--- src/rtl/sevenseg_scan.sv ---
// sevenseg_scan: time-multiplexed driver for a common-anode, active-low
// multi-digit seven-segment display. One digit is lit per slot, each slot
// opens with a blanking gap, and the segment vector is latched once per frame
// so a software write can never tear a frame that is already on the glass.
// Optional build macro: SEVENSEG_BRIGHTNESS_EN adds a 4-bit brightness input
// that PWM-gates the ON phase of every slot (0 = dark, 15 = 15/16 duty).
module sevenseg_scan #(
  parameter int NUM_DIGITS   = 8,
  parameter int DIGIT_CYCLES = 100000,
  parameter int BLANK_CYCLES = 1000
) (
  input  logic                    clk,
  input  logic                    reset,
`ifdef SEVENSEG_BRIGHTNESS_EN
  input  logic [3:0]              brightness,
`endif
  input  logic [7*NUM_DIGITS-1:0] sevenseg,
  output logic [NUM_DIGITS-1:0]   an_n,
  output logic [6:0]              seg_n
);

  localparam int CW = (DIGIT_CYCLES > 1) ? $clog2(DIGIT_CYCLES) : 1;
  localparam int DW = (NUM_DIGITS > 1) ? $clog2(NUM_DIGITS) : 1;

  logic [CW-1:0]             cyc_q, cyc_d;
  logic [DW-1:0]             dig_q, dig_d;
  logic [7*NUM_DIGITS-1:0]   frame_q, frame_d;
  logic [NUM_DIGITS-1:0]     an_n_q, an_n_d;
  logic [6:0]                seg_n_q, seg_n_d;
  logic                      slot_end;
  logic                      frame_end;
  logic                      lit;
  int                        seg_base;

`ifdef SEVENSEG_BRIGHTNESS_EN
  logic [3:0]                bright_q, bright_d;
  logic [3:0]                pwm_q, pwm_d;
`endif

  // Next-state for the scan counters and frame latch; outputs are derived
  // from the next state so the output flops line up with the state flops.
  always_comb begin
    slot_end  = (cyc_q == CW'(DIGIT_CYCLES - 1));
    frame_end = slot_end && (dig_q == DW'(NUM_DIGITS - 1));
    cyc_d     = slot_end ? '0 : cyc_q + CW'(1);
    dig_d     = dig_q;
    frame_d   = frame_q;
    if (slot_end) begin
      dig_d = (dig_q == DW'(NUM_DIGITS - 1)) ? '0 : dig_q + DW'(1);
    end
    if (frame_end) begin
      frame_d = sevenseg;
    end

`ifdef SEVENSEG_BRIGHTNESS_EN
    bright_d = frame_end ? brightness : bright_q;
    pwm_d    = (cyc_d == CW'(BLANK_CYCLES)) ? 4'd0 : pwm_q + 4'd1;
    lit      = (cyc_d >= CW'(BLANK_CYCLES)) && (pwm_d < bright_d);
`else
    lit      = (cyc_d >= CW'(BLANK_CYCLES));
`endif

    seg_base = 7 * int'(dig_d);
    an_n_d   = '1;
    seg_n_d  = 7'h7F;
    if (lit) begin
      an_n_d[dig_d] = 1'b0;
      seg_n_d       = ~frame_d[seg_base +: 7];
    end
  end

  // State and output registers; reset darkens the display and restarts at slot 0.
  always_ff @(posedge clk) begin
    if (reset) begin
      cyc_q    <= '0;
      dig_q    <= '0;
      frame_q  <= '0;
      an_n_q   <= '1;
      seg_n_q  <= 7'h7F;
`ifdef SEVENSEG_BRIGHTNESS_EN
      bright_q <= 4'hF;
      pwm_q    <= 4'd0;
`endif
    end else begin
      cyc_q    <= cyc_d;
      dig_q    <= dig_d;
      frame_q  <= frame_d;
      an_n_q   <= an_n_d;
      seg_n_q  <= seg_n_d;
`ifdef SEVENSEG_BRIGHTNESS_EN
      bright_q <= bright_d;
      pwm_q    <= pwm_d;
`endif
    end
  end

  assign an_n  = an_n_q;
  assign seg_n = seg_n_q;

endmodule

--- config.mk ---
export PLATFORM = sky130hd
export DESIGN_NAME = sevenseg_scan
export DESIGN_NICKNAME = d
export VERILOG_FILES = /design/src/rtl/sevenseg_scan.sv
export SDC_FILE = /design/constraint.sdc
export NUM_CORES = 1
export LEC_CHECK = 0
export CAP_MARGIN = 20
export CORE_MARGIN = 2
export CORE_UTILIZATION = 30
export DETAILED_ROUTE_END_ITERATION = 12
export PLACE_DENSITY = 0.61
export REMOVE_ABC_BUFFERS = 1
export SKIP_CTS_REPAIR_TIMING = 1
export SLEW_MARGIN = 20
export SYNTH_ARGS = -nofsm -noshare
export SYNTH_HDL_FRONTEND = slang
export SYNTH_SLANG_ARGS = --single-unit
--- constraint.sdc ---
create_clock -name clk -period 3.1 [get_ports clk]
set_input_delay 0.62 -clock clk [delete_from_list [all_inputs] [get_ports clk]]
set_output_delay 0.62 -clock clk [all_outputs]
set_load 0.02 [all_outputs]
==> results by group, run 1 <==
Clock network
  • Clock tree buffer depth: 2
  • H-tree Lvls: 3
  • Total clock sinks: 91
  • TritonCTS Buffers: 9
  • Root buffer cell: clkbuf_16
  • CTS tree: built
  • Clk_lat worst skew: 350 ps
  • Worst-path clk slew: around 70 ps

Detailed routing
  • Avg Vias per Cell: between 4 and 5
  • Drc violations: 0
  • First-pass DRT Iterations: 5
  • Antenna viol nets, final: 0
  • Via count: around 4200
  • Routed length per instance: 13.8 um
  • Final WL: approximately 12000 um
  • DRT iter0 DRCs: 318

Synthesis
  • Register area share after synthesis: 0.386
  • Compound-Gate Fraction of Synth Area: 0.162
  • Ranking of synthesized cells by area: dfxtp_1 (39%), nand2_1 (14%), mux2i_1 (12%)
  • Flops & latches, synth: 91
  • Primary FF master, synth: dfxtp_1
  • Syn Std Cell Area: approximately 4700 sq um
  • XOR/XNOR Fraction of Synth Area: 0.0260
  • Post-synthesis simple-gate area fraction: 0.249
  • Leading area contributor after synthesis: dfxtp_1
  • Netlist cell types: between 40 and 50
  • Mux share of post-synthesis cell area: 0.121
  • Async S/R FF share, synth: 0
  • Syn avg cell area: roughly 7.5 sq um
  • Synth warnings: 0
  • Largest family of logic cells by synthesized area: simple AND/OR/NAND/NOR gates
  • Number of flops mapped to enable cells by yosys: 0
  • Gate Count Post-Synth: ~630
  • Top-area cell type share of the netlist area: 0.386
  • Synth Area in Adders: 0.00796

Setup path
  • Crit-path max cell delay: ~680 ps
  • Critical path peak fanout: 15
  • Critical path class: reg2reg
  • Worst path required time: approximately 3400 ps
  • Critical path's most frequent cell: nand3_1
  • Worst Setup End Kind: flop
  • Slowest-stage cell, CP: or4_1
  • Worst EP arrival: a little over 3000 ps
  • Crit start category: flop
  • Crit-path cells: ha_1 > nand4_1 > buf_4 > nor4_1 > nand3_1 > xor2_1 > a21oi_1 > or4_1 > nand3_1

GRT
  • GRT Overall Usage: 0.152
  • First-pass GRT wire length: 20200 um
  • Total grt overflow: 0
  • Antenna violations before repair: 0
  • Vias in the first global route: around 4000
  • Pin count of the biggest net entering global routing: 64

STA
  • Hold WS: 467 ps
  • Final Setup Violations: 0
  • Fmax: 0.361 GHz
  • Tcrit/Tclk final: 0.892
  • Worst Skew: ~12 ps
  • RSZ-0062 raised after global routing: no
  • Fin worst setup slack: 333 ps
  • Max Slew Vio Count: 0
  • Worst-Margin Slew: 928 ps
  • Max-slew headroom: 0.381
  • Setup TNS Final: 0 ps
  • Crit path time final: roughly 2800 ps
  • Hold Fails Final Rpt: 0

Pwr
  • Lkg Pwr: just under 2 nW
  • Tot Pwr: about 2.4 mW
  • Power Density: roughly 400 nW/um^2
  • Maximum VDD drop: 260 uV

Floorplanning
  • Core ar.: 15300 sq um
  • Row count: 45
  • Chip Width: 129 um
  • Die area: 16700 sq um
  • Number of top-level pins: 73
  • Initial core utilization: 0.309
  • Die Height: 129 um

Place
  • Routability cong.: ~0.84
  • Placement Setup Slack: about 340 ps
  • HPWL after detailed placement: 8410 um
  • # port buffers: 72

Cells and area
  • Commonest non-fill, non-tap cell in the layout: nand2_1
  • Nets: 733
  • Commonest non-fill, non-tap cells in the layout: nand2_1 (181), dfxtp_1 (90), clkdlybuf4s50_1 (71)
  • Multi-input gate area: between 2000 and 3000 sq um
  • Final Core Density: 0.386
  • Layout cells sized above 1: 0.0591
  • Area Overhead vs Synth: 25.0%
  • Reg area: roughly 1800 sq um
  • Ant. Diodes: 0
  • Fill cells: 1590

Min path
  • Min-delay worst type: reg2reg

Status
  • Status: finished, final reports clean

Flow run
  • Max cap viols: 0
-- report_power, final --
group / leakage, nW / internal [mW] / switching (mW)
registers: 0.735 / 1.17 / 0.00305
logic: 1.09 / 0.0684 / 0.0403
clock network: 0.143 / 0.596 / 0.489
-- final cells by class --
type,count,share of cell area
inverter,1,0.000637
multi-input combinational,484,0.455
clock inverter,5,0.00722
sequential,91,0.310
tap,211,0.0448
clock buffer,11,0.0429
timing repair buffer,85,0.140
-- worst max-delay path, delay by kind of cell (launching register included) --
family | cells | cell delay (ps)
xor gates and xnor gates | 1 | 180
adders and majority gates | 1 | 270
and+or+nand+nor | 5 | 1600
DFF | 1 | 360
AOI/OAI and AO/OA | 1 | 80
buffers and inverters | 1 | 200
-- Yosys cell counts (3+ instances only) --
master,instances
o21ai_0,55
a21oi_1,65
or3_1,3
nor3_1,5
dfxtp_1,91
xnor2_1,6
ha_1,3
a22oi_1,13
nand3_1,27
and3_1,3
buf_6,3
buf_1,4
buf_2,8
xor2_1,8
mux2i_1,56
and2_1,3
clkbuf_1,33
nor2_1,24
nand3b_1,5
nand2_1,182
nand4_1,5
-- cell families after synthesis --
family | after synthesis
buffers and inverters | 50
adder cells (fa/ha/maj) | 3
XOR/XNOR | 14
AO/OA/AOI/OAI | 141
multiplexers | 57
AND/OR/NAND/NOR | 269
flip-flops | 91
-- sequential cells by signal, summed over array words and instances, names as in the netlist --
signal	cells
cyc_q	17
frame_q	56
seg_n	7
dig_q	3
an_n	8
-- path summary, 6_finish.rpt --
path	startpoint	end	slack [ps]	depth (start not counted)
min	frame_q[20]$_SDFF_PP0_	frame_q[20]$_SDFF_PP0_	470	2
max	cyc_q[0]$_SDFF_PP0_	seg_n[5]$_SDFF_PP1_	330	9
min reg2reg	frame_q[20]$_SDFF_PP0_	frame_q[20]$_SDFF_PP0_	470	2
max reg2reg	cyc_q[0]$_SDFF_PP0_	seg_n[5]$_SDFF_PP1_	330	9
-- metrics by stage --
step                cell area (sq um)  cells
global route                     5890    888
floorplan                        4500    576
global placement                 5600    872
CTS                              5890    888
detailed placement               5600    872
finish                           5890    888
-- layer usage --
layer  vias up  routed length, um  global-route usage
li1       2236                  -                   -
met4         0                 44              0.0384
met5         -                  0                   0
met3         2                603              0.0438
met1      1921               5990               0.202
met2        81               5640               0.245
Note: power is estimated with default switching activity, not from simulation.
==> run 2: changes to the inputs <==
Settings changed: ABC_AREA set to 1.
==> run 2 against run 1 <==
Sequential cell count is the same. Combinational power up 6%. Non-clock buffer count down 8.
==> results by group, run 2 <==
Place
  • HPWL after detailed placement: between 8000 and 9000 um
  • # port buffers: 72
  • Routability cong.: about 0.90

STA
  • Worst Skew: 9.52 ps
  • Hold WS: 451 ps
  • Hold Fails Final Rpt: 0
  • Crit path time final: between 2000 and 3000 ps
  • Worst-Margin Slew: around 690 ps
  • RSZ-0062 raised after global routing: no
  • Max-slew headroom: 0.541
  • Final Setup Violations: 0
  • Max Slew Vio Count: 0
  • Tcrit/Tclk final: 0.871
  • Fmax: 0.371 GHz
  • Setup TNS Final: 0 ps

Synthesis
  • Gate Count Post-Synth: between 700 and 800
  • Register area share after synthesis: 0.392
  • Most frequent cells after synthesis: nand2_1 (217), inv_1 (136), nor2_1 (114)
  • Synth warnings: 0
  • Leading area contributor after synthesis: dfxtp_1
  • Syn avg cell area: roughly 6.3 sq um
  • Compound-Gate Fraction of Synth Area: 0.0337
  • Flops & latches, synth: between 90 and 100
  • Largest family of logic cells by synthesized area: simple AND/OR/NAND/NOR gates
  • Post-synthesis simple-gate area fraction: 0.401
  • Async S/R FF share, synth: 0
  • Mux share of post-synthesis cell area: 0
  • Synth Area in Adders: 0.00808
  • Ranking of synthesized cells by area: dfxtp_1 (39%), nand2_1 (18%), inv_1 (11%)
  • Cell with the most instances after synthesis: nand2_1
  • Netlist cell types: 29
  • Syn Std Cell Area: 4640 sq um
  • Top-area cell type share of the netlist area: 0.392
  • Number of flops mapped to enable cells by yosys: 0
  • XOR/XNOR Fraction of Synth Area: 0.00566
  • Primary FF master, synth: dfxtp_1

Status
  • Status: finished, final reports clean

GRT
  • GRT Overall Usage: 0.145
  • Vias in the first global route: 3796
  • First-pass GRT wire length: about 19000 um
  • Total grt overflow: 0
  • Pin count of the biggest net entering global routing: 42
  • Antenna violations before repair: 0

Detailed routing
  • First-pass DRT Iterations: 4
  • Routed length per instance: 11.6 um
  • DRT iter0 DRCs: roughly 350
  • Avg Vias per Cell: approximately 4.3
  • Final WL: between 10000 and 15000 um
  • Top Layer Used: met4
  • Drc violations: 0
  • Met2 WL: approximately 4800 um
  • WL met1: slightly above 6000 um
  • Via count: roughly 4300
  • Antenna viol nets, final: 0
  • Met3 wire len: roughly 480 um

Clock network
  • Root buffer cell: clkbuf_16
  • TritonCTS Buffers: 9
  • Clock tree buffer depth: 2
  • Clk_lat worst skew: roughly 350 ps
  • H-tree Lvls: 3
  • Total clock sinks: 91
  • CTS tree: built
  • Worst-path clk slew: 70 ps

Floorplanning
  • Row count: 45
  • Initial core utilization: 0.307
  • Die Height: 128 um
  • Core ar.: roughly 15000 sq um
  • Number of top-level pins: 73
  • Die area: 16500 sq um
  • Chip Width: 128 um

Setup path
  • Buf/Inv on CP: 2
  • Crit-path max cell delay: around 460 ps
  • Worst EP arrival: between 2000 and 3000 ps
  • Critical path class: reg2reg
  • Critical Path Start: cyc_q[0]$_SDFF_PP0_
  • Top Family by Delay on Critical Path: simple AND/OR/NAND/NOR gates
  • Slowest-stage cell, CP: nand3_2
  • Crit-path cells: ha_1 > nand2_1 > inv_2 > nand2_2 > nor2_4 > nand3_2 > buf_12 > o21ai_0 > nand2_1 > nand3_1 > nand2_1 > nor2_1 > nand2_1
  • Worst path required time: around 3300 ps
  • R2r startpoint: cyc_q[0]$_SDFF_PP0_
  • Critical path's most frequent cell: nand2_1
  • Crit start category: flop
  • Critical path peak fanout: slightly above 40
  • Worst Setup End Kind: flop

Pwr
  • Maximum VDD drop: 266 uV
  • Power Density: about 420 nW/um^2
  • Seq pwr share: 0.491
  • Pint: around 1.9 mW
  • Comb power frac: 0.049
  • Clk pwr share: 0.460
  • Lkg Pwr: around 2.5 nW
  • Sw power: about 0.52 mW
  • Sw Share: 0.218
  • Tot Pwr: 2.39 mW

Cells and area
  • Largest reg by FF count: frame_q
  • Commonest non-fill, non-tap cells in the layout: nand2_1 (217), inv_1 (135), nor2_1 (114)
  • Layout cells sized above 1: 0.0574
  • Ant. Diodes: 0
  • Area Overhead vs Synth: 23.6%
  • Max FFs per register: 56
  • Nets: 858
  • Commonest non-fill, non-tap cell in the layout: nand2_1

Min path
  • Hold path startpoint: cyc_q[0]$_SDFF_PP0_
  • Min-delay worst type: reg2reg

Flow run
  • Max cap viols: 0
## run 2: power groups by stage
stage | sequential [mW] | combinational [mW] | clock, mW
6_report | 1.17 | 0.116 | 1.10
5_1_grt | 1.17 | 0.128 | 1.18
4_1_cts | 1.17 | 0.118 | 1.12
3_5_place_dp | 1.20 | 0.117 | 0
3_3_place_gp | 1.20 | 0.119 | 0
2_1_floorplan | 1.20 | 0.0191 | 0
## run 2: final cells by class
type | count | area (sq um)
fillers | 1604 | 9410
repair buffers | 77 | 766
clock buffers | 10 | 229
inverters | 143 | 541
flip-flops and latches | 91 | 1820
multi-input cells | 475 | 2080
well taps | 188 | 235
clock inverters | 5 | 63.8
## run 2: path summary, 6_finish.rpt
path | end | slack, ps | cells after the start
min | cyc_q[0]$_SDFF_PP0_ | 450 | 1
max reg2reg | seg_n[5]$_SDFF_PP1_ | 400 | 13
max | seg_n[5]$_SDFF_PP1_ | 400 | 13
min reg2reg | cyc_q[0]$_SDFF_PP0_ | 450 | 1
## run 2: logic make-up (layout without fill, tap and decap cells)
kind of cell | count (synthesis) | after routing
AO/OA/AOI/OAI | 30 | 30
XOR/XNOR | 3 | 3
adder cells (fa/ha/maj) | 3 | 3
buffers and inverters | 172 | 235
flip-flops | 91 | 91
AND/OR/NAND/NOR | 439 | 439
## run 2: worst register-to-register path, stage by stage, from the launching register on
cell and delay [ps]:
dfxtp_1 350, ha_1 180, nand2_1 110, inv_2 90, nand2_2 70, nor2_4 280, nand3_2 460, buf_12 350
o21ai_0 350, nand2_1 100, nand3_1 80, nand2_1 50, nor2_1 80, nand2_1 50
## run 2: through the flow
| stage | cells | util | setup WS [ps] | cell area [sq um] |
|---|---|---|---|---|
| 2_1_floorplan | 709 | - | 122 | 4440 |
| 3_3_place_gp | 974 | 0.359 | 412 | 5440 |
| 3_5_place_dp | 974 | 0.359 | 275 | 5440 |
| 4_1_cts | 989 | 0.379 | 236 | 5730 |
| 5_1_grt | 989 | 0.379 | 105 | 5740 |
| 6_report | 989 | 0.379 | 401 | 5740 |
## run 2: routing by layer
layer,track usage,vias up
li1,-,2309
met1,0.210,1860
met2,0.214,72
met3,0.0328,11
met4,0.0440,0
met5,0,-
